===== config.mk =====
export PLATFORM = sky130hd
export DESIGN_NAME = mux_arbiter_2
export DESIGN_NICKNAME = d
export VERILOG_FILES = /design/src/rtl/mux_arbiter_defs.sv /design/src/rtl/sat_counter.sv /design/src/rtl/mux_arbiter_2.sv
export SDC_FILE = /design/constraint.sdc
export NUM_CORES = 1
export LEC_CHECK = 0
export BUFFER_PORTS_ARGS = -buffer_cell sky130_fd_sc_hd__clkbuf_2
export CORE_UTILIZATION = 45
export CTS_BUF_LIST = sky130_fd_sc_hd__clkbuf_4
export DETAILED_ROUTE_END_ITERATION = 8
export PLACE_DENSITY = 0.64
export SLEW_MARGIN = 40
export SYNTH_ARGS = -nofsm -noshare
export SYNTH_HDL_FRONTEND = slang
export SYNTH_SLANG_ARGS = --single-unit

===== constraint.sdc =====
create_clock -name clk -period 2.6 [get_ports clk]
set_input_delay 0 -clock clk [delete_from_list [all_inputs] [get_ports clk]]
set_output_delay 0 -clock clk [all_outputs]
set_load 0.02 [all_outputs]

===== src/rtl/mux_arbiter_defs.sv =====
// Shared encodings for the two-requester mux arbiter: FSM state codes and requester indices.
package mux_arbiter_defs;

  typedef enum logic [1:0] {
    IDLE   = 2'b00,
    GRANT0 = 2'b01,
    GRANT1 = 2'b10
  } arb_state_e;

  localparam logic REQ0 = 1'b0;
  localparam logic REQ1 = 1'b1;

endpackage


===== src/rtl/sat_counter.sv =====
// Event counter that sticks at all-ones instead of wrapping; synchronous active-low clear.
module sat_counter #(
  parameter int WIDTH = 16
) (
  input  logic             clk,
  input  logic             rst_n,
  input  logic             inc,
  output logic [WIDTH-1:0] count
);

  always_ff @(posedge clk) begin
    if (!rst_n) begin
      count <= '0;
    end else if (inc && (count != '1)) begin
      count <= count + WIDTH'(1);
    end
  end

endmodule


===== src/rtl/mux_arbiter_2.sv =====
// Round-robin owner of a shared 2:1 mux with a bounded hold under contention.
// Optional grant-event counters are built when MUX_ARBITER_STATS_EN is defined.
//
// state  | meaning
// IDLE   | nobody owns the mux, output floats (enable=1)
// GRANT0 | requester 0 drives the mux (select=0)
// GRANT1 | requester 1 drives the mux (select=1)
module mux_arbiter_2
  import mux_arbiter_defs::*;
#(
  parameter int MAX_HOLD   = 8,
  parameter int CNT_WIDTH  = 4,
  parameter int STAT_WIDTH = 16
) (
  input  logic clk,
  input  logic rst_n,
  input  logic req0,
  input  logic req1,
  output logic gnt0,
  output logic gnt1,
  output logic select,
  output logic enable,
  output logic busy
`ifdef MUX_ARBITER_STATS_EN
  ,
  output logic [STAT_WIDTH-1:0] gnt_cnt0,
  output logic [STAT_WIDTH-1:0] gnt_cnt1
`endif
);

  localparam logic [CNT_WIDTH-1:0] HOLD_LAST = CNT_WIDTH'(MAX_HOLD - 1);

  if (MAX_HOLD < 1 || MAX_HOLD > (2 ** CNT_WIDTH) - 1 || STAT_WIDTH < 1) begin : g_bad_cfg
    $error("mux_arbiter_2: illegal parameter set");
  end

  arb_state_e           state_q, state_d;
  logic [CNT_WIDTH-1:0] hold_q, hold_d;
  logic                 last_q, last_d;
  logic                 select_d;
  logic                 other_req;

  always_comb begin
    state_d   = state_q;
    other_req = 1'b0;
    case (state_q)
      IDLE: begin
        if (req0 && req1)  state_d = (last_q == REQ0) ? GRANT1 : GRANT0;
        else if (req0)     state_d = GRANT0;
        else if (req1)     state_d = GRANT1;
      end
      GRANT0: begin
        other_req = req1;
        if (!req0 && req1)                     state_d = GRANT1;
        else if (!req0)                        state_d = IDLE;
        else if (req1 && hold_q == HOLD_LAST)  state_d = GRANT1;
      end
      GRANT1: begin
        other_req = req0;
        if (!req1 && req0)                     state_d = GRANT0;
        else if (!req1)                        state_d = IDLE;
        else if (req0 && hold_q == HOLD_LAST)  state_d = GRANT0;
      end
      default: state_d = IDLE;
    endcase

    // The counter only runs while the same owner keeps the mux against a waiting peer.
    if (state_d != state_q || !other_req) hold_d = '0;
    else                                  hold_d = hold_q + CNT_WIDTH'(1);

    last_d   = last_q;
    select_d = select;
    if (state_d == GRANT0) begin
      last_d   = REQ0;
      select_d = 1'b0;
    end else if (state_d == GRANT1) begin
      last_d   = REQ1;
      select_d = 1'b1;
    end
  end

  always_ff @(posedge clk) begin
    if (!rst_n) begin
      state_q <= IDLE;
      hold_q  <= '0;
      last_q  <= REQ1;
      gnt0    <= 1'b0;
      gnt1    <= 1'b0;
      select  <= 1'b0;
      enable  <= 1'b1;
      busy    <= 1'b0;
    end else begin
      state_q <= state_d;
      hold_q  <= hold_d;
      last_q  <= last_d;
      gnt0    <= (state_d == GRANT0);
      gnt1    <= (state_d == GRANT1);
      select  <= select_d;
      enable  <= (state_d == IDLE);
      busy    <= (state_d != IDLE);
    end
  end

`ifdef MUX_ARBITER_STATS_EN
  sat_counter #(.WIDTH(STAT_WIDTH)) u_cnt0 (
    .clk   (clk),
    .rst_n (rst_n),
    .inc   ((state_d == GRANT0) && (state_q != GRANT0)),
    .count (gnt_cnt0)
  );

  sat_counter #(.WIDTH(STAT_WIDTH)) u_cnt1 (
    .clk   (clk),
    .rst_n (rst_n),
    .inc   ((state_d == GRANT1) && (state_q != GRANT1)),
    .count (gnt_cnt1)
  );
`endif

endmodule


==> results.py, run 1 <==
metrics = {
    "critical_path": {
        "rr_worst_depth": 10,
        "max_stage_delay_ns": 0.55,
        "path_cells": "inv_1 -> ha_1 -> nor2b_1 -> o22ai_1 -> o2bb2ai_1 -> o21ai_1 -> nand2b_1 -> ha_1 -> o21ai_0 -> nand2_1",
        "worstPathMaxFanout": 11,
        "regToRegSetupSlack_ns": 0.35,
        "worstSetupEndpointType": "register",
        "timing_worst_setup_path_type": "reg -> reg",
        "worstPathRequired_ns": 2.77,
        "cp-start-kind": "register",
        "path_buf_inv": 1,
        "crit_family": "compound AO/OA/AOI/OAI gates",
        "crit_cells": 10,
        "cp_common_cell": "ha_1",
        "r2r_start": "state_q[1]",
        "timing.rr.end": "last_q",
        "critPathArrivalTime_ns": 2.43,
        "crit_path_end": "last_q",
        "cp-startpoint": "state_q[1]",
        "cp_slowest_cell": "dfxtp_1",
    },
    "global_routing": {
        "grt_max_degree": 12,
        "grt_pass1_wl_mm": 2.43,
        "track_usage_pct": 17.9,
        "grt_pass1_vias": 555,
        "grt_antenna_before_repair": 0,
        "grt_overflow": 0,
    },
    "timing": {
        "finalSetupTns_ns": 0,
        "whs_ns": 0.264,
        "period_share_pct": 86.7,
        "hold_violations": 0,
        "finalSetupViolCount": 0,
        "slew_headroom_pct": 75.2,
        "drv_slew": 0,
        "fin_crit_ns": 2.25,
        "rsz0062_at_grt": "false",
        "tightest_slew_ns": 0.372,
        "fmax_mhz": 444,
        "fin_skew_ns": 0.00274,
    },
    "floorplanning": {
        "die_w_um": 42.9,
        "die-area_mm2": 0.00184,
        "io_pins": 9,
        "die_h_um": 42.9,
        "initial_core_util_pct": 48.9,
        "num_rows": 14,
        "coreArea_mm2": 0.00154,
    },
    "clock_tree": {
        "clkLatencyLatePin_ns": 0.28,
        "cts_buffers": 3,
        "ctsRootBufferMaster": "clkbuf_4",
        "htreeDepth": 1,
        "cts_setup_buffers": 0,
        "clockBufferDepth": 2,
        "post_cts_resize_count": 0,
        "tritoncts": "built",
        "cts_hold_buf": 1,
        "cts_sinks": 12,
        "cts.clk_slew.worst_paths_ns": 0.08,
    },
    "run": {
        "max-cap-violations": 0,
    },
    "synth": {
        "async_flop_share_pct": 0,
        "synth-main-ff-cell": "dfxtp_1",
        "synth_area_um2": 753,
        "ys_types": 38,
        "avgSynthCellArea_um2": 8.97,
        "synthCells": 84,
        "yosysWarningCount": 0,
        "ys_seq_area_share_pct": 31.9,
        "synth_edf_count": 0,
        "ys_ff_latch": 12,
        "synth_fp_nets": 96,
    },
    "layout": {
        "final_cells": 109,
        "final_area_um2": 826,
        "final_common_cell": "dfxtp_1",
        "nFillCells": 157,
        "layout_common_cells": "12 x dfxtp_1, 8 x ha_1, 8 x clkbuf_2, 6 x nand2_1",
        "syn_to_final_growth_pct": 9.63,
        "antennaDiodeCount": 0,
        "final_nets": 106,
        "drive_above_1_share_pct": 18.3,
    },
    "route": {
        "drt-total-wl_mm": 1.31,
        "num_vias": 603,
        "first_pass_iters": 4,
        "post-route-drc-count": 0,
        "drtIter0Drc": 12,
        "ant_nets": 0,
        "wl_per_cell_um": 12.0,
        "vias_per_cell": 5.53,
    },
    "power_and_ir_drop": {
        "p_per_area_mw_per_mm2": 648,
        "leakage_nw": 0.396,
        "peakVddDrop_mv": 0.393,
    },
    "placement": {
        "port_buffers": 8,
        "dp.cells": 104,
        "post-dp-hpwl_um": 951,
        "placed_cell_area_um2": 790,
        "routabilityCongestion": 0.846,
    },
    "outcome": {
        "status": "finished, final reports clean",
    },
    "hold_path": {
        "worstHoldPathType": "in -> reg",
    },
}
-- power breakdown --
group | internal [W] | switching, W
clock | 0.0000557 | 0.0000646
combinational | 0.0000776 | 0.000114
sequential | 0.000207 | 0.0000158
total | 0.000341 | 0.000194
-- how the worst min path moves through the flow --
stage                     start         end  depth (start not counted)
after floorplan           rst_n      last_q                          1
after global placement    rst_n      last_q                          2
after detailed placement  rst_n      last_q                          2
after CTS                  req1  state_q[1]                          3
after global routing       req1  state_q[1]                          3
final                      req1  state_q[1]                          3
-- layer usage --
| layer | routed length (µm) | GRT usage, % |
|---|---|---|
| met5 | 0 | 0 |
| met4 | 0 | 7.50 |
| met2 | 609 | 26.1 |
| met1 | 640 | 22.8 |
| met3 | 60 | 7.66 |
-- worst register-to-register path: stages, from the launching register on --
cell       delay (ns)
dfxtp_1          0.55
inv_1            0.12
ha_1             0.28
nor2b_1          0.16
o22ai_1          0.18
o2bb2ai_1        0.15
o21ai_1          0.13
nand2b_1         0.12
ha_1             0.24
o21ai_0          0.15
nand2_1          0.06
-- registers in the layout (all words and copies together), names as in the netlist --
signal   flops
hold_q       4
state_q      2
busy         1
enable       1
gnt0         1
gnt1         1
last_q       1
select       1
-- cells in the mapped netlist, drive strengths merged (2+ instances only) --
master  count  area, µm²
a21o        2       15.0
and2        2       12.5
buf         3       20.0
dfxtp      12        240
ha          8        100
inv         4       15.0
nand2       7       28.8
nand2b      3       18.8
nand3       5       25.0
nor2        5       18.8
nor2b       3       18.8
nor3        3       20.0
nor3b       2       15.0
o21ai       3       15.0
o21bai      2       15.0
o22ai       2       12.5
-- cell type report --
class / instances / area, µm² / area share (%)
multi-input combinational: 64 / 474 / 57.4
sequential: 12 / 240 / 29.1
timing repair buffer: 9 / 50.0 / 6.06
clock buffer: 3 / 22.5 / 2.73
tap: 16 / 20.0 / 2.42
inverter: 4 / 15.0 / 1.82
clock inverter: 1 / 3.75 / 0.455
-- per-stage QoR --
step / power, W / setup slack [ns] / utilization (%)
finish: 0.000535 / 0.346 / 53.6
global route: 0.000583 / 0.0872 / 53.6
CTS: 0.000542 / 0.371 / 53.6
detailed placement: 0.000415 / 0.439 / 51.2
global placement: 0.000416 / 0.474 / 51.2
floorplan: 0.000376 / 0.679 / -
-- cell families (layout without fill, tap and decap cells) --
kind of cell	after synthesis	in the layout	synth area share (%)
AOI/OAI and AO/OA	19	19	20.1
xor gates and xnor gates	2	2	2.33
adders and majority gates	8	8	13.3
buffers and inverters	8	17	5.15
DFF	12	12	31.9
and+or+nand+nor	35	35	27.2
Note: power is estimated with default switching activity, not from simulation.
==> inputs of run 2 (changes only) <==
--- a/config.mk
+++ b/config.mk
@@ -11,3 +11,2 @@
 export DETAILED_ROUTE_END_ITERATION = 8
-export PLACE_DENSITY = 0.64
 export SLEW_MARGIN = 40
==> constraint.sdc (replaced) <==
create_clock -name clk -period 2.6 [get_ports clk]
set_input_delay 0.39 -clock clk [delete_from_list [all_inputs] [get_ports clk]]
set_output_delay 0.39 -clock clk [all_outputs]
set_load 0.02 [all_outputs]
==> run 2 against run 1 <==
  * Maximum frequency rose by 0.65%
  * First-iteration DRC count down 83%
  * Power is 0.94% lower
  * Cell count fell by 0.92%
  * Critical endpoint unchanged
  * Design area down 1.2%
  * Highest routed layer is now met4
  * Die area did not move
  * Sequential power hardly changed
  * Flip-flop and latch count stayed put
  * Hold slack improved by 0.11 ns
  * Largest power group unchanged
  * Wire length up 1.9%
==> results.py, run 2 (synthesis results as in run 1) <==
metrics = {
    "outcome": {
        "status": "finished, final reports clean",
    },
    "timing": {
        "finalSetupTns_ns": 0,
        "period_share_pct": 86.2,
        "slew_headroom_pct": 75.3,
        "fmax_mhz": 446,
        "fin_skew_ns": 0.00135,
        "fin_crit_ns": 2.24,
        "finalSetupViolCount": 0,
        "whs_ns": 0.370,
        "drv_slew": 0,
        "hold_violations": 0,
        "rsz0062_at_grt": "false",
        "tightest_slew_ns": 0.370,
    },
    "power_and_ir_drop": {
        "sw_frac_of_total_pct": 35.8,
        "leakage_nw": 0.392,
        "pwr-share-comb_pct": 36.2,
        "clkPwrFrac_pct": 21.8,
        "peakVddDrop_mv": 0.425,
        "p_int_w": 0.000340,
        "p_sw_w": 0.000190,
        "pwr-share-seq_pct": 42.0,
        "p_per_area_mw_per_mm2": 649,
    },
    "critical_path": {
        "worstPathMaxFanout": 11,
        "path_buf_inv": 1,
        "cp_slowest_cell": "dfxtp_1",
        "path_cells": "inv_1 -> ha_1 -> nor2b_1 -> o22ai_1 -> o2bb2ai_1 -> o21ai_1 -> nand2b_1 -> ha_1 -> o21ai_0 -> nand2_1",
        "cp_common_cell": "ha_1",
        "worstSetupEndpointType": "register",
        "worstPathRequired_ns": 2.76,
        "cp-start-kind": "register",
        "timing_worst_setup_path_type": "reg -> reg",
        "max_stage_delay_ns": 0.54,
        "critPathArrivalTime_ns": 2.40,
        "crit_family": "compound AO/OA/AOI/OAI gates",
    },
    "layout": {
        "nFillCells": 144,
        "regMostFlops": "hold_q",
        "syn_to_final_growth_pct": 8.31,
        "largest_reg_flops": 4,
        "final_common_cell": "dfxtp_1",
        "drive_above_1_share_pct": 18.5,
        "reg_top3": "hold_q: 4 flops, state_q: 2 flops",
        "finalCoreUtilization_pct": 52.9,
        "final_nets": 105,
        "antennaDiodeCount": 0,
        "multi_input_comb_area_um2": 474,
        "layout_common_cells": "12 x dfxtp_1, 8 x ha_1, 8 x clkbuf_2, 6 x nand2_1",
        "final_area_um2": 816,
        "ff_latch_area_um2": 240,
        "final_cells": 108,
    },
    "floorplanning": {
        "die_h_um": 42.9,
        "io_pins": 9,
        "die-area_mm2": 0.00184,
        "coreArea_mm2": 0.00154,
        "num_rows": 14,
        "die_w_um": 42.9,
        "initial_core_util_pct": 48.9,
    },
    "clock_tree": {
        "cts_hold_buf": 0,
        "tritoncts": "built",
        "ctsRootBufferMaster": "clkbuf_4",
        "post_cts_resize_count": 0,
        "clkLatencyLatePin_ns": 0.27,
        "clockBufferDepth": 2,
        "cts_buffers": 3,
        "cts_setup_buffers": 0,
        "cts.clk_slew.worst_paths_ns": 0.07,
        "cts_sinks": 12,
        "htreeDepth": 1,
    },
    "placement": {
        "routabilityCongestion": 0.824,
        "post-dp-hpwl_um": 989,
        "placed_cell_area_um2": 790,
        "dp.cells": 104,
        "port_buffers": 8,
    },
    "run": {
        "max-cap-violations": 0,
    },
    "route": {
        "post-route-drc-count": 0,
        "first_pass_iters": 4,
        "wl_per_cell_um": 12.4,
        "drt-total-wl_mm": 1.34,
        "drtIter0Drc": 2,
        "vias_per_cell": 5.56,
        "num_vias": 601,
        "ant_nets": 0,
    },
    "hold_path": {
        "worstHoldPathType": "in -> reg",
    },
    "global_routing": {
        "grt_overflow": 0,
        "grt_max_degree": 12,
        "track_usage_pct": 16.9,
        "grt_pass1_wl_mm": 2.26,
        "grt_pass1_vias": 509,
        "grt_antenna_before_repair": 0,
    },
}
## run 2: power by group through the flow
stage	clock network (W)	logic (W)	registers, W
after floorplan	0	0.000137	0.000239
after global placement	0	0.000190	0.000227
after detailed placement	0	0.000191	0.000227
after CTS	0.000123	0.000193	0.000222
after global routing	0.000132	0.000215	0.000226
final	0.000115	0.000192	0.000222
## run 2: routing by layer
layer,up-vias,GRT usage [%],wire [µm],share of wire [%]
li1,316,-,-,-
met1,272,20.8,628,47
met2,8,26.1,638,48
met3,5,6.38,45,3.4
met4,0,7.50,23,1.7
met5,-,0,0,0
## run 2: cell type report
cell class	count	area share (%)
well taps	16	2.45
clock inverters	1	0.460
multi-input cells	64	58.1
inverters	4	1.84
clock buffers	3	2.76
flip-flops and latches	12	29.4
repair buffers	8	4.91
## run 2: worst paths after layout
path	to	cells after the start	start	slack (ns)
max	last_q	10	state_q[1]	0.36
min	last_q	2	rst_n	0.37
max reg2reg	last_q	10	state_q[1]	0.36
min reg2reg	hold_q[0]	1	hold_q[0]	0.47
## run 2: through the flow
| step | setup WS [ns] | power [W] |
|---|---|---|
| after floorplan | 0.679 | 0.000376 |
| after global placement | 0.434 | 0.000416 |
| after detailed placement | 0.419 | 0.000418 |
| after CTS | 0.402 | 0.000538 |
| after global routing | 0.181 | 0.000573 |
| final | 0.360 | 0.000530 |
